## src/rtl/spi_resp_rx.sv

```systemverilog
// SPI response receiver: deserialises MISO into a standard word or a daisy chain
// of 48-bit device words, checks per-device odd parity and flags abort/timeout.
module spi_resp_rx #(
  parameter int STD_W  = 60,
  parameter int N_DEV  = 4,
  parameter int TO_CYC = 1024
) (
  input  logic                  sclk,
  input  logic                  s_rst_n,
  input  logic                  rx_start,
  input  logic                  rx_mode,
  input  logic                  rx_en,
  input  logic                  miso,
  input  logic                  cs_active,
  output logic [STD_W-1:0]      std_rx,
  output logic [N_DEV*48-1:0]   aw_chain_rx,
  output logic [N_DEV-1:0]      par_err,
  output logic                  resp_done,
  output logic                  rx_err,
  output logic                  rx_busy
);

  localparam int CHAIN_W = N_DEV * 48;
  localparam int MAX_W   = (STD_W > CHAIN_W) ? STD_W : CHAIN_W;
  localparam int SH_W    = MAX_W - 1;
  localparam int CW      = $clog2(MAX_W + 1);
  localparam int TW      = (TO_CYC > 0) ? $clog2(TO_CYC + 1) : 1;

  localparam logic [CW-1:0] STD_LEN   = CW'(STD_W);
  localparam logic [CW-1:0] CHAIN_LEN = CW'(CHAIN_W);
  localparam logic [TW-1:0] TO_LIM    = TW'(TO_CYC);

  typedef enum logic [1:0] {IDLE, SHIFT, DONE} state_t;

  state_t               r_state;
  state_t               w_state_next;
  logic                 r_mode;
  logic [SH_W-1:0]      r_shift;
  logic [CW-1:0]        r_cnt;
  logic [TW-1:0]        r_to;
  logic [STD_W-1:0]     r_std;
  logic [CHAIN_W-1:0]   r_chain;
  logic [N_DEV-1:0]     r_par;
  logic                 r_err;

  logic                 w_start;
  logic                 w_final;
  logic                 w_fail;
  logic                 w_to_hit;
  logic [CW-1:0]        w_len;
  logic [CW-1:0]        w_cnt_inc;
  logic [TW-1:0]        w_to_inc;
  logic [STD_W-1:0]     w_std_word;
  logic [CHAIN_W-1:0]   w_chain_word;
  logic [N_DEV-1:0]     w_par;

  assign w_len        = r_mode ? CHAIN_LEN : STD_LEN;
  assign w_cnt_inc    = r_cnt + 1'b1;
  assign w_to_inc     = r_to + 1'b1;
  assign w_to_hit     = (TO_CYC != 0) && !rx_en && (w_to_inc == TO_LIM);
  // Candidate frames include the bit sampled this cycle, so completion needs no extra cycle.
  assign w_std_word   = {r_shift[STD_W-2:0], miso};
  assign w_chain_word = {r_shift[CHAIN_W-2:0], miso};

  generate
    for (genvar gi = 0; gi < N_DEV; gi++) begin : g_par
      assign w_par[gi] = ~^w_chain_word[gi*48 +: 48];
    end
  endgenerate

  always_ff @(posedge sclk or negedge s_rst_n) begin
    if (!s_rst_n) r_state <= IDLE;
    else          r_state <= w_state_next;
  end

  always_comb begin
    w_state_next = r_state;
    w_start      = 1'b0;
    w_final      = 1'b0;
    w_fail       = 1'b0;
    case (r_state)
      IDLE, DONE: begin
        w_state_next = IDLE;
        if (rx_start) begin
          w_start      = 1'b1;
          w_state_next = SHIFT;
        end
      end
      SHIFT: begin
        // A final sample wins over a simultaneous abort or timeout.
        if (rx_en && (w_cnt_inc == w_len)) begin
          w_final      = 1'b1;
          w_state_next = DONE;
        end else if (!cs_active || w_to_hit) begin
          w_fail       = 1'b1;
          w_state_next = IDLE;
        end
      end
      default: w_state_next = IDLE;
    endcase
  end

  always_ff @(posedge sclk or negedge s_rst_n) begin
    if (!s_rst_n) begin
      r_mode  <= 1'b0;
      r_shift <= '0;
      r_cnt   <= '0;
      r_to    <= '0;
      r_std   <= '0;
      r_chain <= '0;
      r_par   <= '0;
      r_err   <= 1'b0;
    end else begin
      r_err <= w_fail;
      if (w_start) begin
        r_mode  <= rx_mode;
        r_shift <= '0;
        r_cnt   <= '0;
        r_to    <= '0;
      end else if (r_state == SHIFT) begin
        if (rx_en) begin
          r_shift <= {r_shift[SH_W-2:0], miso};
          r_cnt   <= w_cnt_inc;
          r_to    <= '0;
        end else begin
          r_to    <= w_to_inc;
        end
      end
      if (w_final) begin
        if (r_mode) begin
          r_chain <= w_chain_word;
          r_par   <= w_par;
        end else begin
          r_std   <= w_std_word;
          r_par   <= '0;
        end
      end
    end
  end

  assign std_rx      = r_std;
  assign aw_chain_rx = r_chain;
  assign par_err     = r_par;
  assign resp_done   = (r_state == DONE);
  assign rx_err      = r_err;
  assign rx_busy     = (r_state == SHIFT);

endmodule

```

## config.mk

```make
export PLATFORM = sky130hd
export DESIGN_NAME = spi_resp_rx
export DESIGN_NICKNAME = d
export VERILOG_FILES = /design/src/rtl/spi_resp_rx.sv
export SDC_FILE = /design/constraint.sdc
export NUM_CORES = 1
export LEC_CHECK = 0
export BUFFER_PORTS_ARGS = -buffer_cell sky130_fd_sc_hd__buf_2
export CAP_MARGIN = 30
export CORE_ASPECT_RATIO = 0.9
export CORE_MARGIN = 5
export CORE_UTILIZATION = 52
export CTS_CLUSTER_SIZE = 14
export DETAILED_ROUTE_END_ITERATION = 10
export HOLD_SLACK_MARGIN = 0.1
export PLACE_DENSITY = 0.76
export SLEW_MARGIN = 20
export SYNTH_ARGS = -nofsm -noshare
export SYNTH_HDL_FRONTEND = slang
export SYNTH_SLANG_ARGS = --single-unit
```

## constraint.sdc

```tcl
create_clock -name sclk -period 2.6 [get_ports sclk]
set_input_delay 0.26 -clock sclk [delete_from_list [all_inputs] [get_ports sclk]]
set_output_delay 0.26 -clock sclk [all_outputs]
set_load 0.01 [all_outputs]
```

---- After elaboration in Yosys (flattened, before gate mapping) ----
Cells that the tools add are included.
storage, ports and cells
  register bits after elaboration ......... 470
  bits of input ports ..................... 7
  output and inout port bits .............. 259
  logic and storage cells ................. 55
operators by class
  add/sub/neg operators ................... 2
  equal/unequal tests ..................... 5
  multiplexer cells ....................... 22
  bitwise logic cells ..................... 1
  reductions and logical operators ........ 16
operators with widths
  operator                                                number
  2-to-1 mux 191 bit                                      3
  XNOR reduction 48 bit                                   4
  2-to-1 mux 11 bit                                       3
  2-to-1 mux 8 bit                                        4
  adder 11 x 1 -> 11 bit (second input constant)          1
  == test 11 bit (second input constant)                  1
  adder 8 x 1 -> 8 bit (second input constant)            1
  == test 8 bit                                           1
  2-to-1 mux 1 bit                                        8
  AND reduction 2 bit                                     3
  2-to-1 mux 2 bit                                        2
  2-to-1 mux 4 bit                                        1
  case mux 2 bit (2 select lines)                         1
  nonzero test 2 bit                                      2
  inequality test 3 x 1 -> 1 bit (second input constant)  1
  == test 2 x 1 -> 1 bit (second input constant)          1
  == test 2 bit (second input constant)                   1
  logical AND 1 bit                                       2
  zero test 1 bit                                         2
  zero test 2 bit                                         1
  OR reduction 2 bit                                      1
  logical OR 1 bit                                        1
  NOT 1 bit                                               1

---- Longest topological paths before layout ----
  word-level depth ........................ 7
  mapped depth ............................ 10
  mapped depth without buffers ............ 7

---- Worst setup path after synthesis ----
OpenSTA, ideal clock, no wires.
  path kind ............................... register to register
  start point ............................. reg r_cnt[0]
  end point ............................... reg r_chain[100], in the netlist aw_chain_rx[100]
  setup time .............................. 0.125 ns
  arrival time ............................ 2.263 ns
  required time ........................... 2.475 ns
  path slack .............................. 0.212 ns
  stages on the path, launching flop included .. 10
  buffers on the path ..................... 4
  clock period less this slack ............ 2.388 ns
  path through ............................ dfrtp_1 > ha_1 > clkbuf_1 > nor4b_1 > o221ai_1 > or3_1 > buf_2 > buf_6 > buf_6 > mux2_4
on the way
  longest elaborated chain between the ends .. 6
RTL lines
  what                                  RTL line  text
  start: declaration                    39        logic [CW-1:0] r_cnt;
  start signal: assignment              123       r_cnt <= w_cnt_inc;
  adder 8 x 1 -> 8 bit                  58        assign w_cnt_inc = r_cnt + 1'b1;
  == test 8 bit                         91        if (rx_en && (w_cnt_inc == w_len)) begin
  logical AND 1 bit                     91
  2-to-1 mux 1 bit                      91
  2-to-1 mux 1 bit                      81        case (r_state)
  AND reduction 2 bit (no source line)  n/a
  end signal: assignment                131       r_chain <= w_chain_word;
  end: declaration                      42        logic [CHAIN_W-1:0] r_chain;
No other way between the ends.
A chain may end at the register's enable or synchronous reset.

---- Worst setup path in the final report ----
  start point ............................. reg r_to[0]
  end point ............................... reg r_err, in the netlist rx_err
on the way
  longest elaborated chain between the ends .. 7
RTL lines
  what                      RTL line  text
  start: declaration        40        logic [TW-1:0] r_to;
  start signal: assignment  126       r_to <= w_to_inc;
  adder 11 x 1 -> 11 bit    59        assign w_to_inc = r_to + 1'b1;
  == test 11 bit            60        assign w_to_hit = (TO_CYC != 0) && !rx_en && (w_to_inc == TO_LIM);
  logical AND 1 bit         60
  logical OR 1 bit          94        end else if (!cs_active || w_to_hit) begin
  2-to-1 mux 1 bit          94
  2-to-1 mux 1 bit          91
  2-to-1 mux 1 bit          81
  net w_fail                48        logic w_fail;
  end signal: assignment    114       r_err <= w_fail;
  end: declaration          44        logic r_err;
The timed path passes the listed nets, and every way through them passes these cells.

==> impl.org <==
** Run status
- The flow ran to the end, and the final reports show no timing, DRC or antenna violations.

** CTS
- The tree is rooted in a sky130_fd_sc_hd__clkbuf_16.
- TritonCTS built the clock tree.
- CTS Buffer Depth :: 3
- The clock drives 470 sinks.
- TritonCTS Buffers :: 48
- Maximum level of the CTS H-tree :: 2
- After clock tree synthesis, the clock-pin slew on the worst setup and hold paths is around 60 ps.
- Insertion delay of the later-clocked pin in the worst-skew pair :: between 500 and 600 ps

** GRT
- Maximum number of pins on one net before global-route repair :: 97
- Across every metal layer, demand over resource in global routing totals 0.211.
- Initial antenna violation count :: 0
- Vias in the first global route :: 13719
- First-pass GRT wire length :: about 75 mm
- Summed over all layers, the global routing overflow is 0.

** Final layout
- Final standard cell utilization of the core :: 0.619
- Area growth from synthesis to final layout :: 18.1%
- At the end of the flow, the number of nets in the layout was about 2000.
- Count of non-filler cells in the finished layout :: ~2600
- Filler cells :: roughly 3000
- Proportion of layout cells with a drive suffix above 1 :: 0.319
- The number of antenna diodes in the final layout is 0.

** Logic synthesis
- Synthesis inferred 470 register bits.
- The commonest cells after synthesis are sky130_fd_sc_hd__dfrtp_1, sky130_fd_sc_hd__nand2_1, sky130_fd_sc_hd__nand3_1.
- Mean cell area of the mapped netlist :: approximately 12 µm²
- In the synthesized netlist, the number of instances is 1730.
- Net count after synthesis :: between 1500 and 2000
- Prevailing post-synth register cell :: sky130_fd_sc_hd__dfrtp_1
- The largest total area in the synthesized netlist belongs to sky130_fd_sc_hd__dfrtp_1.
- Yosys printed 0 warnings.
- Top cells by area in the synthesized netlist :: sky130_fd_sc_hd__dfrtp_1, sky130_fd_sc_hd__mux2_4, sky130_fd_sc_hd__nand2_1, sky130_fd_sc_hd__xnor2_1, sky130_fd_sc_hd__mux2_2
- Synth Cell Area :: roughly 0.021 mm²
- Synth cell types :: 42
- Of the synthesized area, sequential elements account for 0.572.
- Fraction of registers with async set or reset after synthesis :: 1.00
- The synthesized design contains 0 enable-type register cells.
- Top cell type's share of synthesized area :: 0.572
- Most common cell in the synthesized netlist :: sky130_fd_sc_hd__dfrtp_1

** Power
- Switching power summed over all nets :: 0.00347 W
- Leakage power figure :: about 13 nW
- IR Drop Worst-Case VDD :: a little under 0.6 mV
- Internal power comes to around 0.012 W.
- Clock group share of total power :: 0.463
- For this design the ratio of total power to cell area is ~620 mW/mm².
- Of the total power, registers draw 0.489.
- Fraction of power spent switching nets :: 0.229
- Proportion of power drawn by combinational gates :: 0.049

** STA
- Final Hold Viols :: 0
- In this run the tightest slew margin relative to its limit is 0.522.
- Period utilization :: 0.959
- Final count of pins violating max slew :: 0
- The routed design could run at a clock period as short as 2490 ps.
- Achievable clock frequency :: about 400 MHz
- Worst Clk Skew :: 15.8 ps
- Actual slew at the worst max-slew pin :: between 700 and 800 ps
- Worst hold slack across all endpoints :: just under 300 ps
- Number of setup violations in the final report :: 0

** Drt
- Post-detailed-route count of antenna-violating nets :: 0
- Count of TritonRoute iterations in the first routing pass :: 5
- Average detailed-routed wire length per instance :: 18.1 µm
- After detailed routing, the total wire length is between 40 and 50 mm.
- After detailed routing, the number of remaining DRC violations is 0.
- The routed layout has 13619 vias.
- The first routing iteration left roughly 1100 violations.
- After detailed routing, the number of vias per cell comes to around 5.3.

** Worst setup path
- At the worst endpoint, the required time is ~3100 ps.
- Data arrives at the worst endpoint at between 2000 and 3000 ps.
- The worst setup path is captured at a flip-flop.
- Setup slack of the most critical reg-to-reg path :: about 110 ps
- The worst register-to-register path ends at rx_err$_DFF_PN0_.
- The startpoint identified for the worst register-to-register timing path is r_to[0]$_DFFE_PN0P_.
- Setup Crit Path Kind :: flip-flop to flip-flop
- The worst setup path is launched from a flip-flop.
- Crit Path Max Fanout :: 6
- R2R depth :: 7

** Hold path
- Type of the tightest min-delay check :: primary input to async pin

** Place
- Final weighted congestion in routability-driven placement :: 0.833
- The number of placed instances, taps included, is around 2500.
- Number of port buffers :: about 270
- HPWL after DPL :: slightly below 30 mm

** Die
- I/O pin count :: between 200 and 300
- In this run the vertical extent of the chip is 199 µm.
- The initial utilization of the core area, before any placement, comes to 0.524.
- The floorplan step defined a die boundary enclosing between 0.04 and 0.05 mm².
- Core footprint :: 0.0393 mm²
- The die is ~220 µm wide.
- After floorplanning, the core was divided into between 60 and 70 placement rows.

** Job
- Max-cap violations in this run came to 0.
-- per-stage QoR --
stage                     power, W  instance area [µm²]  setup slack, ps  TNS [ps]
after detailed placement   0.00826                22500             25.8         0
after floorplan            0.00790                20600              212         0
after CTS                   0.0153                24200             34.4         0
after global placement     0.00825                22500             76.7         0
final                       0.0151                24300              106         0
after global routing        0.0157                24300            -27.4     -27.4
-- worst max-delay path, stage by stage, from the launching register on --
cell and delay, ps:
sky130_fd_sc_hd__dfrtp_1 440, sky130_fd_sc_hd__ha_2 270, sky130_fd_sc_hd__nand3_2 160, sky130_fd_sc_hd__nor4_2 300
sky130_fd_sc_hd__a211oi_1 90, sky130_fd_sc_hd__or4_1 550, sky130_fd_sc_hd__o41ai_2 360, sky130_fd_sc_hd__nor2b_1 240
-- placed cells by master, fill, tap and decap left out, types with 23 or more instances in the layout --
| cell | netlist | routed |
|---|---|---|
| sky130_fd_sc_hd__xnor2_1 | 167 | 167 |
| sky130_fd_sc_hd__mux2_4 | 140 | 140 |
| sky130_fd_sc_hd__xor2_1 | 23 | 23 |
| sky130_fd_sc_hd__nand2_1 | 410 | 409 |
| sky130_fd_sc_hd__o21ai_0 | 26 | 26 |
| sky130_fd_sc_hd__mux2_2 | 113 | 113 |
| sky130_fd_sc_hd__clkbuf_16 | 0 | 50 |
| sky130_fd_sc_hd__dfrtp_1 | 470 | 470 |
| sky130_fd_sc_hd__nand3_1 | 184 | 183 |
| sky130_fd_sc_hd__buf_2 | 14 | 264 |
-- per-layer routing --
metal	GRT usage	share of wire	wire, µm
met1	0.300	0.44	20500
met4	0.0629	0.025	1140
met2	0.336	0.48	22300
met3	0.0371	0.053	2480
met5	0	0	0
-- state kept, by name, summed over array words and instances, names as in the netlist --
name,cells
std_rx,60
r_shift,191
r_state,2
aw_chain_rx,192
par_err,4
r_to,11
r_cnt,8
rx_err,1
r_mode,1
-- power by group through the flow --
stage          logic, W  registers (W)  clock network, W
6_report       0.000739        0.00740           0.00701
5_1_grt        0.000824        0.00741           0.00749
4_1_cts        0.000746        0.00740           0.00717
3_5_place_dp   0.000730        0.00753                 0
3_3_place_gp   0.000714        0.00753                 0
2_1_floorplan  0.000385        0.00752                 0
-- final cells by class --
class                           instances  area [µm²]  share of cell area
Clock buffer                           75        1450              0.0598
Clock inverter                         15         168             0.00690
Timing Repair Buffer                  308        1910              0.0785
Sequential cell                       470       11800               0.484
Inverter                                2        7.51            0.000309
Multi-Input combinational cell       1157        8340               0.343
Tap cell                              532         666              0.0274
-- timing repair --
| action | CTS | global route |
|---|---|---|
| buffers inserted | 0 | 2 |
| hold endpoints to repair | 75 | 0 |
| setup endpoints to repair | 1 | 99 |
| hold buffers | 7 | 0 |
| gates cloned | 0 | 1 |
| resized for setup | 2 | 8 |
-- kinds of logic (layout without fill, tap and decap cells) --
family / after synthesis / count (layout) / share of synthesized area
and+or+nand+nor: 644 / 644 / 0.134
DFF: 470 / 470 / 0.572
muxes: 253 / 253 / 0.164
xor gates and xnor gates: 194 / 194 / 0.0852
buffers and inverters: 103 / 400 / 0.0257
AOI/OAI and AO/OA: 62 / 62 / 0.0176
adders and majority gates: 4 / 4 / 0.00243
-- worst max-delay path by stage --
stage / start / to / slack (ps)
2_1_floorplan: r_cnt[0]$_DFFE_PN0P_ / aw_chain_rx[100]$_DFFE_PN0P_ / 210
3_3_place_gp: r_to[0]$_DFFE_PN0P_ / rx_err$_DFF_PN0_ / 80
3_5_place_dp: r_to[0]$_DFFE_PN0P_ / rx_err$_DFF_PN0_ / 30
4_1_cts: r_to[0]$_DFFE_PN0P_ / rx_err$_DFF_PN0_ / 30
5_1_grt: r_to[0]$_DFFE_PN0P_ / rx_err$_DFF_PN0_ / -30
6_report: r_to[0]$_DFFE_PN0P_ / rx_err$_DFF_PN0_ / 110
No activity file was read; power rests on OpenSTA's default activity.
